===== src/rtl/dma_ctrl.sv =====
// ---------------------------------------------------------------------------
// dma_ctrl
//
// Multi-channel DMA controller. Each of N_CH channels holds a source address,
// destination address, word count and addressing mode. A single bus engine
// moves one word at a time (read, latency cycle, write), picking the next
// channel round-robin. Each channel pulses its own ddone bit for one cycle
// when its last word has been written.
//
// Ports:
//   clk, reset            system clock, synchronous active-high reset
//   cfg_we                one-cycle program strobe
//   cfg_ch                channel being programmed
//   cfg_src, cfg_dst      start addresses for the channel
//   cfg_cnt               number of words (0 completes immediately)
//   cfg_mode              00 inc/inc, 01 fixed src, 10 fixed dst, 11 as 00
//   bus_grant             bus available; low holds off new word transfers
//   rdata                 read data, valid the cycle after read is sampled
//   address, read, write  bus address and strobes
//   wdata                 bus write data
//   ch_busy               per-channel "words pending"
//   ddone                 per-channel one-cycle completion pulse
// ---------------------------------------------------------------------------
module dma_ctrl #(
    parameter int DATA_W = 32,
    parameter int ADDR_W = 32,
    parameter int CNT_W  = 6,
    parameter int N_CH   = 4,
    localparam int CH_W  = (N_CH > 1) ? $clog2(N_CH) : 1
) (
    input  logic              clk,
    input  logic              reset,
    input  logic              cfg_we,
    input  logic [CH_W-1:0]   cfg_ch,
    input  logic [ADDR_W-1:0] cfg_src,
    input  logic [ADDR_W-1:0] cfg_dst,
    input  logic [CNT_W-1:0]  cfg_cnt,
    input  logic [1:0]        cfg_mode,
    input  logic              bus_grant,
    input  logic [DATA_W-1:0] rdata,
    output logic [ADDR_W-1:0] address,
    output logic              read,
    output logic              write,
    output logic [DATA_W-1:0] wdata,
    output logic [N_CH-1:0]   ch_busy,
    output logic [N_CH-1:0]   ddone
);

    typedef enum logic [1:0] {
        ARB = 2'd0,
        RD  = 2'd1,
        LAT = 2'd2,
        WR  = 2'd3
    } state_t;

    localparam logic [CH_W:0]   N_CH_EXT = (CH_W + 1)'(N_CH);
    localparam logic [CH_W-1:0] LAST_CH  = CH_W'(N_CH - 1);

    state_t            state;
    state_t            next_state;

    logic [ADDR_W-1:0] src_r  [N_CH];
    logic [ADDR_W-1:0] dst_r  [N_CH];
    logic [CNT_W-1:0]  cnt_r  [N_CH];
    logic [1:0]        mode_r [N_CH];
    logic [N_CH-1:0]   busy;
    logic [N_CH-1:0]   ddone_r;

    logic [CH_W-1:0]   cur_ch;
    logic [CH_W-1:0]   rr_ptr;
    logic [CH_W-1:0]   winner;
    logic              found;
    logic [CH_W:0]     scan_sum;
    logic [CH_W-1:0]   scan_ch;
    logic [DATA_W-1:0] data_r;
    logic              cfg_ok;
    logic              grant_word;

    // A program write is only taken for an existing, idle channel; a write to
    // a busy channel (including one finishing its last word this cycle) is
    // dropped so its in-flight block is never disturbed.
    assign cfg_ok     = cfg_we && ({1'b0, cfg_ch} < N_CH_EXT) && !busy[cfg_ch];
    assign grant_word = (state == ARB) && bus_grant && found;

    assign ch_busy = busy;
    assign ddone   = ddone_r;

    // Round-robin search: scan channels starting at rr_ptr, wrapping modulo
    // N_CH, and take the first busy one.
    always_comb begin
        found    = 1'b0;
        winner   = '0;
        scan_sum = '0;
        scan_ch  = '0;
        for (int i = 0; i < N_CH; i++) begin
            scan_sum = {1'b0, rr_ptr} + (CH_W + 1)'(i);
            if (scan_sum >= N_CH_EXT) begin
                scan_sum = scan_sum - N_CH_EXT;
            end
            scan_ch = scan_sum[CH_W-1:0];
            if (!found && busy[scan_ch]) begin
                found  = 1'b1;
                winner = scan_ch;
            end
        end
    end

    // State register for the word-transfer engine.
    always_ff @(posedge clk) begin
        if (reset) begin
            state <= ARB;
        end else begin
            state <= next_state;
        end
    end

    // Next-state logic: bus_grant only matters in ARB, so once a word has
    // been started it always runs through RD, LAT and WR.
    always_comb begin
        next_state = state;
        case (state)
            ARB:     if (bus_grant && found) next_state = RD;
            RD:      next_state = LAT;
            LAT:     next_state = WR;
            WR:      next_state = ARB;
            default: next_state = ARB;
        endcase
    end

    // Bus outputs are driven only while a word is in flight and are forced
    // to zero otherwise, so read and write can never overlap.
    always_comb begin
        address = '0;
        wdata   = '0;
        read    = 1'b0;
        write   = 1'b0;
        case (state)
            RD, LAT: begin
                read    = 1'b1;
                address = src_r[cur_ch];
            end
            WR: begin
                write   = 1'b1;
                address = dst_r[cur_ch];
                wdata   = data_r;
            end
            default: ;
        endcase
    end

    // Winner latch, round-robin pointer and read-data capture. The pointer
    // moves to the channel after the one just granted, giving one word per
    // grant to each busy channel in turn.
    always_ff @(posedge clk) begin
        if (reset) begin
            cur_ch <= '0;
            rr_ptr <= '0;
            data_r <= '0;
        end else begin
            if (grant_word) begin
                cur_ch <= winner;
                rr_ptr <= (winner == LAST_CH) ? '0 : winner + CH_W'(1);
            end
            if (state == LAT) begin
                data_r <= rdata;
            end
        end
    end

    // Channel registers. Leaving WR retires one word of the current channel
    // and advances its addresses according to its mode; the last word clears
    // busy and raises ddone for the following cycle. A zero-length program
    // raises ddone directly without ever becoming busy. The WR update and a
    // program write never target the same channel because the current
    // channel is busy.
    always_ff @(posedge clk) begin
        if (reset) begin
            busy    <= '0;
            ddone_r <= '0;
            for (int i = 0; i < N_CH; i++) begin
                src_r[i]  <= '0;
                dst_r[i]  <= '0;
                cnt_r[i]  <= '0;
                mode_r[i] <= '0;
            end
        end else begin
            ddone_r <= '0;
            if (state == WR) begin
                cnt_r[cur_ch] <= cnt_r[cur_ch] - CNT_W'(1);
                if (mode_r[cur_ch] != 2'b01) begin
                    src_r[cur_ch] <= src_r[cur_ch] + ADDR_W'(1);
                end
                if (mode_r[cur_ch] != 2'b10) begin
                    dst_r[cur_ch] <= dst_r[cur_ch] + ADDR_W'(1);
                end
                if (cnt_r[cur_ch] == CNT_W'(1)) begin
                    busy[cur_ch]    <= 1'b0;
                    ddone_r[cur_ch] <= 1'b1;
                end
            end
            if (cfg_ok) begin
                if (cfg_cnt == '0) begin
                    ddone_r[cfg_ch] <= 1'b1;
                end else begin
                    src_r[cfg_ch]  <= cfg_src;
                    dst_r[cfg_ch]  <= cfg_dst;
                    cnt_r[cfg_ch]  <= cfg_cnt;
                    mode_r[cfg_ch] <= cfg_mode;
                    busy[cfg_ch]   <= 1'b1;
                end
            end
        end
    end

endmodule


===== config.mk =====
export PLATFORM = sky130hd
export DESIGN_NAME = dma_ctrl
export DESIGN_NICKNAME = d
export VERILOG_FILES = /design/src/rtl/dma_ctrl.sv
export SDC_FILE = /design/constraint.sdc
export NUM_CORES = 1
export LEC_CHECK = 0
export CORE_MARGIN = 2
export CORE_UTILIZATION = 59
export CTS_BUF_LIST = sky130_fd_sc_hd__clkbuf_4 sky130_fd_sc_hd__clkbuf_8
export CTS_CLUSTER_DIAMETER = 100
export CTS_CLUSTER_SIZE = 25
export DETAILED_ROUTE_END_ITERATION = 8
export PLACE_DENSITY = 0.88
export SLEW_MARGIN = 10
export SYNTH_ARGS = -nofsm -noshare
export SYNTH_HDL_FRONTEND = slang
export SYNTH_SLANG_ARGS = --single-unit

===== constraint.sdc =====
create_clock -name clk -period 5.77 [get_ports clk]
set_input_delay 0.8655 -clock clk [delete_from_list [all_inputs] [get_ports clk]]
set_output_delay 0.8655 -clock clk [all_outputs]
set_load 0.02 [all_outputs]

==> impl_metrics.yaml, run 1 <==
hold_path:
  hp-class: "flip-flop to flip-flop"
clocking:
  cts-resized-gates: 0
  cts_setup_buffers: 0
  cts_buffers: 17
  cts.reportedPaths.clkPinSlew_ps: 140
  cts_num_sinks: 336
  cts-htree-levels: 1
  worstSkewPairLatency_ps: 580
  cts_hold_repair.buffers: 0
  tritoncts: "done"
  cts_root_buf: "sky130_fd_sc_hd__clkbuf_8"
  ctsLongestPathBuffers: 3
yosys:
  ys_async_sr_fraction: 0
  yosysUniqueCellTypes: 73
  multiplexer_share_of_the_synthesized_area: 0.119
  synthesis.instances: 1581
  synth_adder_area_share: 0.00618
  synthesis.yosys.warnings: 0
  ys_seq_area_frac: 0.539
  synth.avg_cell_area_um2: 11.3
  synth-simple-area-share: 0.155
  synth.net_count: 1699
  ys_seq_elements: 336
  post_synth_top_flop: "sky130_fd_sc_hd__edfxtp_1"
  yosys.area.top_type_share: 0.485
  area_leader_netlist: "sky130_fd_sc_hd__edfxtp_1"
  synthesis.area_um2: 17800
  synth_compound_gate_area_share: 0.118
  synth_enable_flop_cells: 288
  synth_top_family_by_area: "simple AND/OR/NAND/NOR gates"
  synth_xor_area_frac: 0.0305
  post_synth_main_area_contributors: "sky130_fd_sc_hd__edfxtp_1, sky130_fd_sc_hd__mux4_2, sky130_fd_sc_hd__o21ai_0"
layout:
  antennaDiodeCount: 0
  postLayoutCellArea_um2: 20200
  layout.cells.non_filler: 2102
  finalNetCount: 1826
  synth_to_layout_area_growth_pct: 13.6
  layout-drive-gt1-share: 0.100
  finalCoreUtilization: 0.681
  fillerInstances: 2043
place:
  detailedPlacementHpwl_um: 32300
  post_dp_cell_area_um2: 19900
  cell_count_after_placement: 2079
  gp_routability_congestion: 0.915
  dpl_worst_slack_ps: 1640
  portBuffers: 183
setup_path:
  critPathTopFamily: "buffers and inverters"
  crit_path_top_delay_cell: "sky130_fd_sc_hd__dfxtp_4"
  setup.worst_path.end_class: "output port"
  max_stage_delay_ps: 900
  crit_arrival_ps: 3640
  critical_path_start_end_classification: "flip-flop to output port"
  worstPathMaxFanout: 38
  required_ps: 4900
  crit_path_start_kind: "flip-flop"
  cp_num_buf_inv: 2
  crit_path_cell_trace: "buf_4 -> mux4_2 -> a22oi_1 -> nor2_1 -> clkdlybuf4s50_1"
timing:
  worst_slack_ps: 1260
  final_setup_skew_ps: 33.2
  number_of_max_slew_violations_in_the_final_report: 0
  max_clock_freq_ghz: 0.222
  grt_setup_unrepaired: "false"
  whs_ps: 506
  post-route-period-util: 0.781
  period_needed_ps: 4510
  setup-tns-final_ps: 0
  finalSetupViolations: 0
  finalHoldViolations: 0
  timing.slew.headroom: 0.245
  slew_worst_pin_ps: 1130
route:
  drtIter0Drc: 2435
  first_pass_iters: 5
  routed_wirelength_um: 50600
  remaining_drc_errors: 0
  antenna_left: 0
  post_drt_wl_per_cell_um: 24.1
  post_drt_via_cell_ratio: 6.80
  dr_total_vias: 14292
global_routing:
  grt_remaining_overflow: 0
  grt_first_pass_wirelength_um: 76500
  antenna_violations_before_repair: 0
  grt_util_all_layers: 0.318
  grt_start_max_net_pins: 76
  grt_pass1_vias: 14237
floorplan:
  die_y_um: 178
  io_pins: 184
  area_of_the_placeable_core_um2: 29700
  die_w_um: 178
  initial_core_util: 0.600
  rows: 63
  die-area_um2: 31600
pwr:
  vdd.ir_drop.worst_mv: 0.427
  p_per_area_nw_per_um2: 258
  power_leakage_nw: 6.58
  totalPowerFinal_mw: 5.23
flow_run:
  drv_cap: 0
status:
  run_status: "finished clean"
cells in the mapped netlist (5+ instances only):
library cell,instances
sky130_fd_sc_hd__edfxtp_1,288
sky130_fd_sc_hd__nand2_1,286
sky130_fd_sc_hd__o21ai_0,216
sky130_fd_sc_hd__nor2_1,133
sky130_fd_sc_hd__clkbuf_1,66
sky130_fd_sc_hd__mux4_2,64
sky130_fd_sc_hd__dfxtp_1,48
sky130_fd_sc_hd__and2_1,41
sky130_fd_sc_hd__xnor2_1,36
sky130_fd_sc_hd__mux2i_1,35
sky130_fd_sc_hd__a22oi_1,34
sky130_fd_sc_hd__a22o_1,26
sky130_fd_sc_hd__nand3_1,26
sky130_fd_sc_hd__xor2_1,26
sky130_fd_sc_hd__inv_1,18
sky130_fd_sc_hd__nor3_1,16
sky130_fd_sc_hd__a21oi_1,14
sky130_fd_sc_hd__and3_1,14
sky130_fd_sc_hd__buf_1,13
sky130_fd_sc_hd__buf_2,13
sky130_fd_sc_hd__o31ai_1,13
sky130_fd_sc_hd__nand2b_1,12
sky130_fd_sc_hd__nand4_1,12
sky130_fd_sc_hd__o21ai_1,11
sky130_fd_sc_hd__a221o_1,10
sky130_fd_sc_hd__mux4_1,9
sky130_fd_sc_hd__ha_1,8
sky130_fd_sc_hd__nor2b_1,7
sky130_fd_sc_hd__mux2_2,6
sky130_fd_sc_hd__and4_1,5
final timing paths:
path / from / endpoint / slack, ps / cells after the start
max: flip-flop / address[24] / 1260 / 5
min: data_r[14] / data_r[14] / 510 / 2
max reg2reg: flip-flop / src_r[1][10] / 1860 / 5
min reg2reg: data_r[14] / data_r[14] / 510 / 2
registers in the layout, indices dropped and copies added, names as in the netlist, named ones only:
register / flops
dst_r: 128
src_r: 128
data_r: 32
cnt_r: 24
mode_r: 8
ch_busy: 4
ddone: 4
cur_ch: 2
state: 2
rr_ptr: 1
report_power, final:
group	total, mW	leakage, nW	internal, mW	switching, mW
Sequential	2.89	3.41	2.82	0.0740
Combinational	1.29	3.01	0.476	0.816
Clock	1.05	0.150	0.315	0.736
cell type report:
type,count,area (µm²),share of cell area
Sequential cell,336,9610,0.475
Multi-Input combinational cell,1124,7730,0.382
Timing Repair Buffer,210,2040,0.101
Tap cell,390,488,0.0241
Clock buffer,21,270,0.0134
Inverter,19,71.3,0.00352
Clock inverter,2,23.8,0.00117
worst reg2reg max path: stages, from the launching register on:
cell,delay (ps)
sky130_fd_sc_hd__dfxtp_4,900
sky130_fd_sc_hd__mux4_1,690
sky130_fd_sc_hd__nor2b_1,220
sky130_fd_sc_hd__nor2_1,530
sky130_fd_sc_hd__nand2_1,850
sky130_fd_sc_hd__o21ai_0,540
cell families (layout without fill, tap and decap cells):
kind of cell | after synthesis | in the layout
simple gates | 589 | 589
xor+xnor | 62 | 62
flops | 336 | 336
mux | 116 | 116
fa+ha+maj | 9 | 9
compound gates | 348 | 348
buf+inv | 121 | 252
placed cells by master (no fill, tap or decap), drive strengths merged, types with 3 or more instances in the layout:
master,instances
nand3,29
nor2b,7
clkdlybuf4s50,182
nand2,288
ha,8
mux4,73
clkbuf,21
nand4,17
mux2i,35
o31ai,13
nor4,5
edfxtp,288
a211oi,3
a22o,26
nor3,19
inv,19
mux2,8
nor3b,3
a22oi,34
xnor2,36
a221o,10
o41ai,4
or2,6
buf,28
o21ai,227
xor2,26
and4,6
dfxtp,48
nand2b,12
a21oi,14
and3,14
and2,42
nor2,135
per-layer routing:
metal / vias up / track usage / routed length [µm]
met5: - / 0 / 0
met4: 0 / 0.134 / 2310
met3: 222 / 0.0666 / 7290
met2: 1272 / 0.523 / 23800
met1: 6710 / 0.413 / 17100
li1: 6088 / - / -
(Power assumes the default switching activity.)
==> run 2, diff against run 1 <==
==> constraint.sdc (replaced) <==
create_clock -name clk -period 4.3 [get_ports clk]
set_input_delay 0.645 -clock clk [delete_from_list [all_inputs] [get_ports clk]]
set_output_delay 0.645 -clock clk [all_outputs]
set_load 0.02 [all_outputs]
==> impl_metrics.yaml, run 2 (synthesis gave the netlist of run 1 again) <==
status:
  run_status: "finished clean"
hold_path:
  whs_path_depth: 2
  min_delay_worst_endpoint: "data_r[13]"
  min-delay-start: "data_r[13]"
  hp-class: "flip-flop to flip-flop"
floorplan:
  die-area_um2: 31600
  area_of_the_placeable_core_um2: 29700
  rows: 63
  die_w_um: 178
  io_pins: 184
  die_y_um: 178
  initial_core_util: 0.600
flow_run:
  drv_cap: 0
pwr:
  internal_power_mw: 4.92
  combPwrFrac: 0.246
  totalPowerFinal_mw: 7.09
  switchingPower_mw: 2.17
  p_per_area_nw_per_um2: 347
  power.share.switching: 0.306
  power_leakage_nw: 6.68
  seq_power_share: 0.546
  power_frac_clock: 0.208
  vdd.ir_drop.worst_mv: 0.579
clocking:
  cts_buffers: 17
  ctsLongestPathBuffers: 3
  cts_hold_repair.buffers: 0
  cts.reportedPaths.clkPinSlew_ps: 160
  cts_setup_buffers: 0
  tritoncts: "done"
  worstSkewPairLatency_ps: 570
  cts-htree-levels: 1
  cts_num_sinks: 336
  cts_root_buf: "sky130_fd_sc_hd__clkbuf_8"
  cts-resized-gates: 0
route:
  post_drt_wl_per_cell_um: 23.9
  routed_wirelength_um: 50600
  dr_total_vias: 14206
  antenna_left: 0
  post_drt_via_cell_ratio: 6.70
  remaining_drc_errors: 0
  drtIter0Drc: 2153
  first_pass_iters: 9
global_routing:
  grt_first_pass_wirelength_um: 76800
  grt_util_all_layers: 0.319
  antenna_violations_before_repair: 1
  grt_remaining_overflow: 0
  grt_start_max_net_pins: 72
  grt_pass1_vias: 14113
setup_path:
  crit_path_top_delay_cell: "sky130_fd_sc_hd__mux4_2"
  worst-r2r-setup-slack_ps: 820
  crit_path_start_kind: "flip-flop"
  max_stage_delay_ps: 680
  worst-r2r-cell-count: 6
  worst_r2r_endpoint: "dst_r[2][7]"
  worstPathMaxFanout: 24
  required_ps: 3650
  critical_path_start_end_classification: "flip-flop to output port"
  crit_path_cell_trace: "buf_4 -> mux4_2 -> a22oi_1 -> nor2_1 -> clkdlybuf4s50_1"
  crit_arrival_ps: 3440
  setup.worst_path.end_class: "output port"
timing:
  max_clock_freq_ghz: 0.245
  post-route-period-util: 0.950
  grt_setup_unrepaired: "false"
  finalHoldViolations: 0
  number_of_max_slew_violations_in_the_final_report: 0
  worst_slack_ps: 213
  final_setup_skew_ps: 38.9
  timing.slew.headroom: 0.318
  whs_ps: 501
  setup-tns-final_ps: 0
  finalSetupViolations: 0
  period_needed_ps: 4090
  slew_worst_pin_ps: 1020
layout:
  antennaDiodeCount: 0
  layout-drive-gt1-share: 0.110
  layout.cells.non_filler: 2120
  synth_to_layout_area_growth_pct: 14.6
  final_common_cell: "sky130_fd_sc_hd__edfxtp_1"
  finalNetCount: 1838
  biggestRegsByFlops: "dst_r x128, src_r x128, data_r x32"
  layout.cells.most_common_list: "sky130_fd_sc_hd__edfxtp_1, sky130_fd_sc_hd__nand2_1, sky130_fd_sc_hd__o21ai_0"
place:
  gp_routability_congestion: 0.898
  dpl_worst_slack_ps: 558
  portBuffers: 183
  detailedPlacementHpwl_um: 32900
  cell_count_after_placement: 2091
==> run 2: cell count changes in the layout (fill, tap and decap cells not counted) <==
cell,before,now
sky130_fd_sc_hd__clkbuf_4,3,11
sky130_fd_sc_hd__dfxtp_4,1,2
sky130_fd_sc_hd__clkinvlp_4,1,0
sky130_fd_sc_hd__clkbuf_8,18,17
sky130_fd_sc_hd__buf_12,1,4
sky130_fd_sc_hd__buf_4,26,35
sky130_fd_sc_hd__inv_12,0,1
sky130_fd_sc_hd__o21ai_2,3,0
sky130_fd_sc_hd__dfxtp_2,1,0
sky130_fd_sc_hd__o21ai_4,5,8
sky130_fd_sc_hd__clkinv_8,1,0
==> run 2: power groups by stage <==
stage | Sequential, mW | Clock, mW | Combinational (mW)
finish | 3.87 | 1.47 | 1.74
global route | 3.89 | 1.56 | 1.84
CTS | 3.87 | 1.46 | 1.70
detailed placement | 3.95 | 0 | 1.69
global placement | 3.93 | 0 | 1.65
floorplan | 3.91 | 0 | 1.06
==> run 2: layer usage <==
layer	share of wire	track usage	vias up
met2	0.47	0.523	1207
li1	-	-	6113
met3	0.14	0.0623	177
met1	0.34	0.413	6709
met5	0	0	-
met4	0.043	0.142	0
==> run 2: worst max-delay path: cells and delay by family, from the launching register on <==
kind            cells  cell delay [ps]
compound gates      1              310
buf+inv             2             1120
flops               1              630
mux                 1              680
simple gates        1              110
==> run 2: worst max-delay path by stage <==
| stage | from | slack (ps) | endpoint |
|---|---|---|---|
| 6_report | flip-flop | 210 | address[27] |
| 3_5_place_dp | cfg_ch[0] | 560 | dst_r[0][6] |
| 2_1_floorplan | flip-flop | -330 | src_r[0][0] |
| 5_1_grt | flip-flop | 90 | address[26] |
| 3_3_place_gp | cfg_ch[0] | 640 | cnt_r[2][1] |
| 4_1_cts | flip-flop | 200 | address[27] |
==> run 2: stage by stage <==
| step | cell area (µm²) | utilization |
|---|---|---|
| after CTS | 20400 | 0.688 |
| after floorplan | 17800 | - |
| after global routing | 20400 | 0.688 |
| final | 20400 | 0.688 |
| after global placement | 20100 | 0.676 |
| after detailed placement | 20100 | 0.676 |
==> run 2: area by class of cell <==
cell class                 instances  area [µm²]
timing repair buffer             222        2170
clock buffer                      28         317
inverter                          19        71.3
clock inverter                     1        16.3
fill                            2022        9280
sequential                       336        9620
multi-input combinational       1124        7750
tap                              390         488
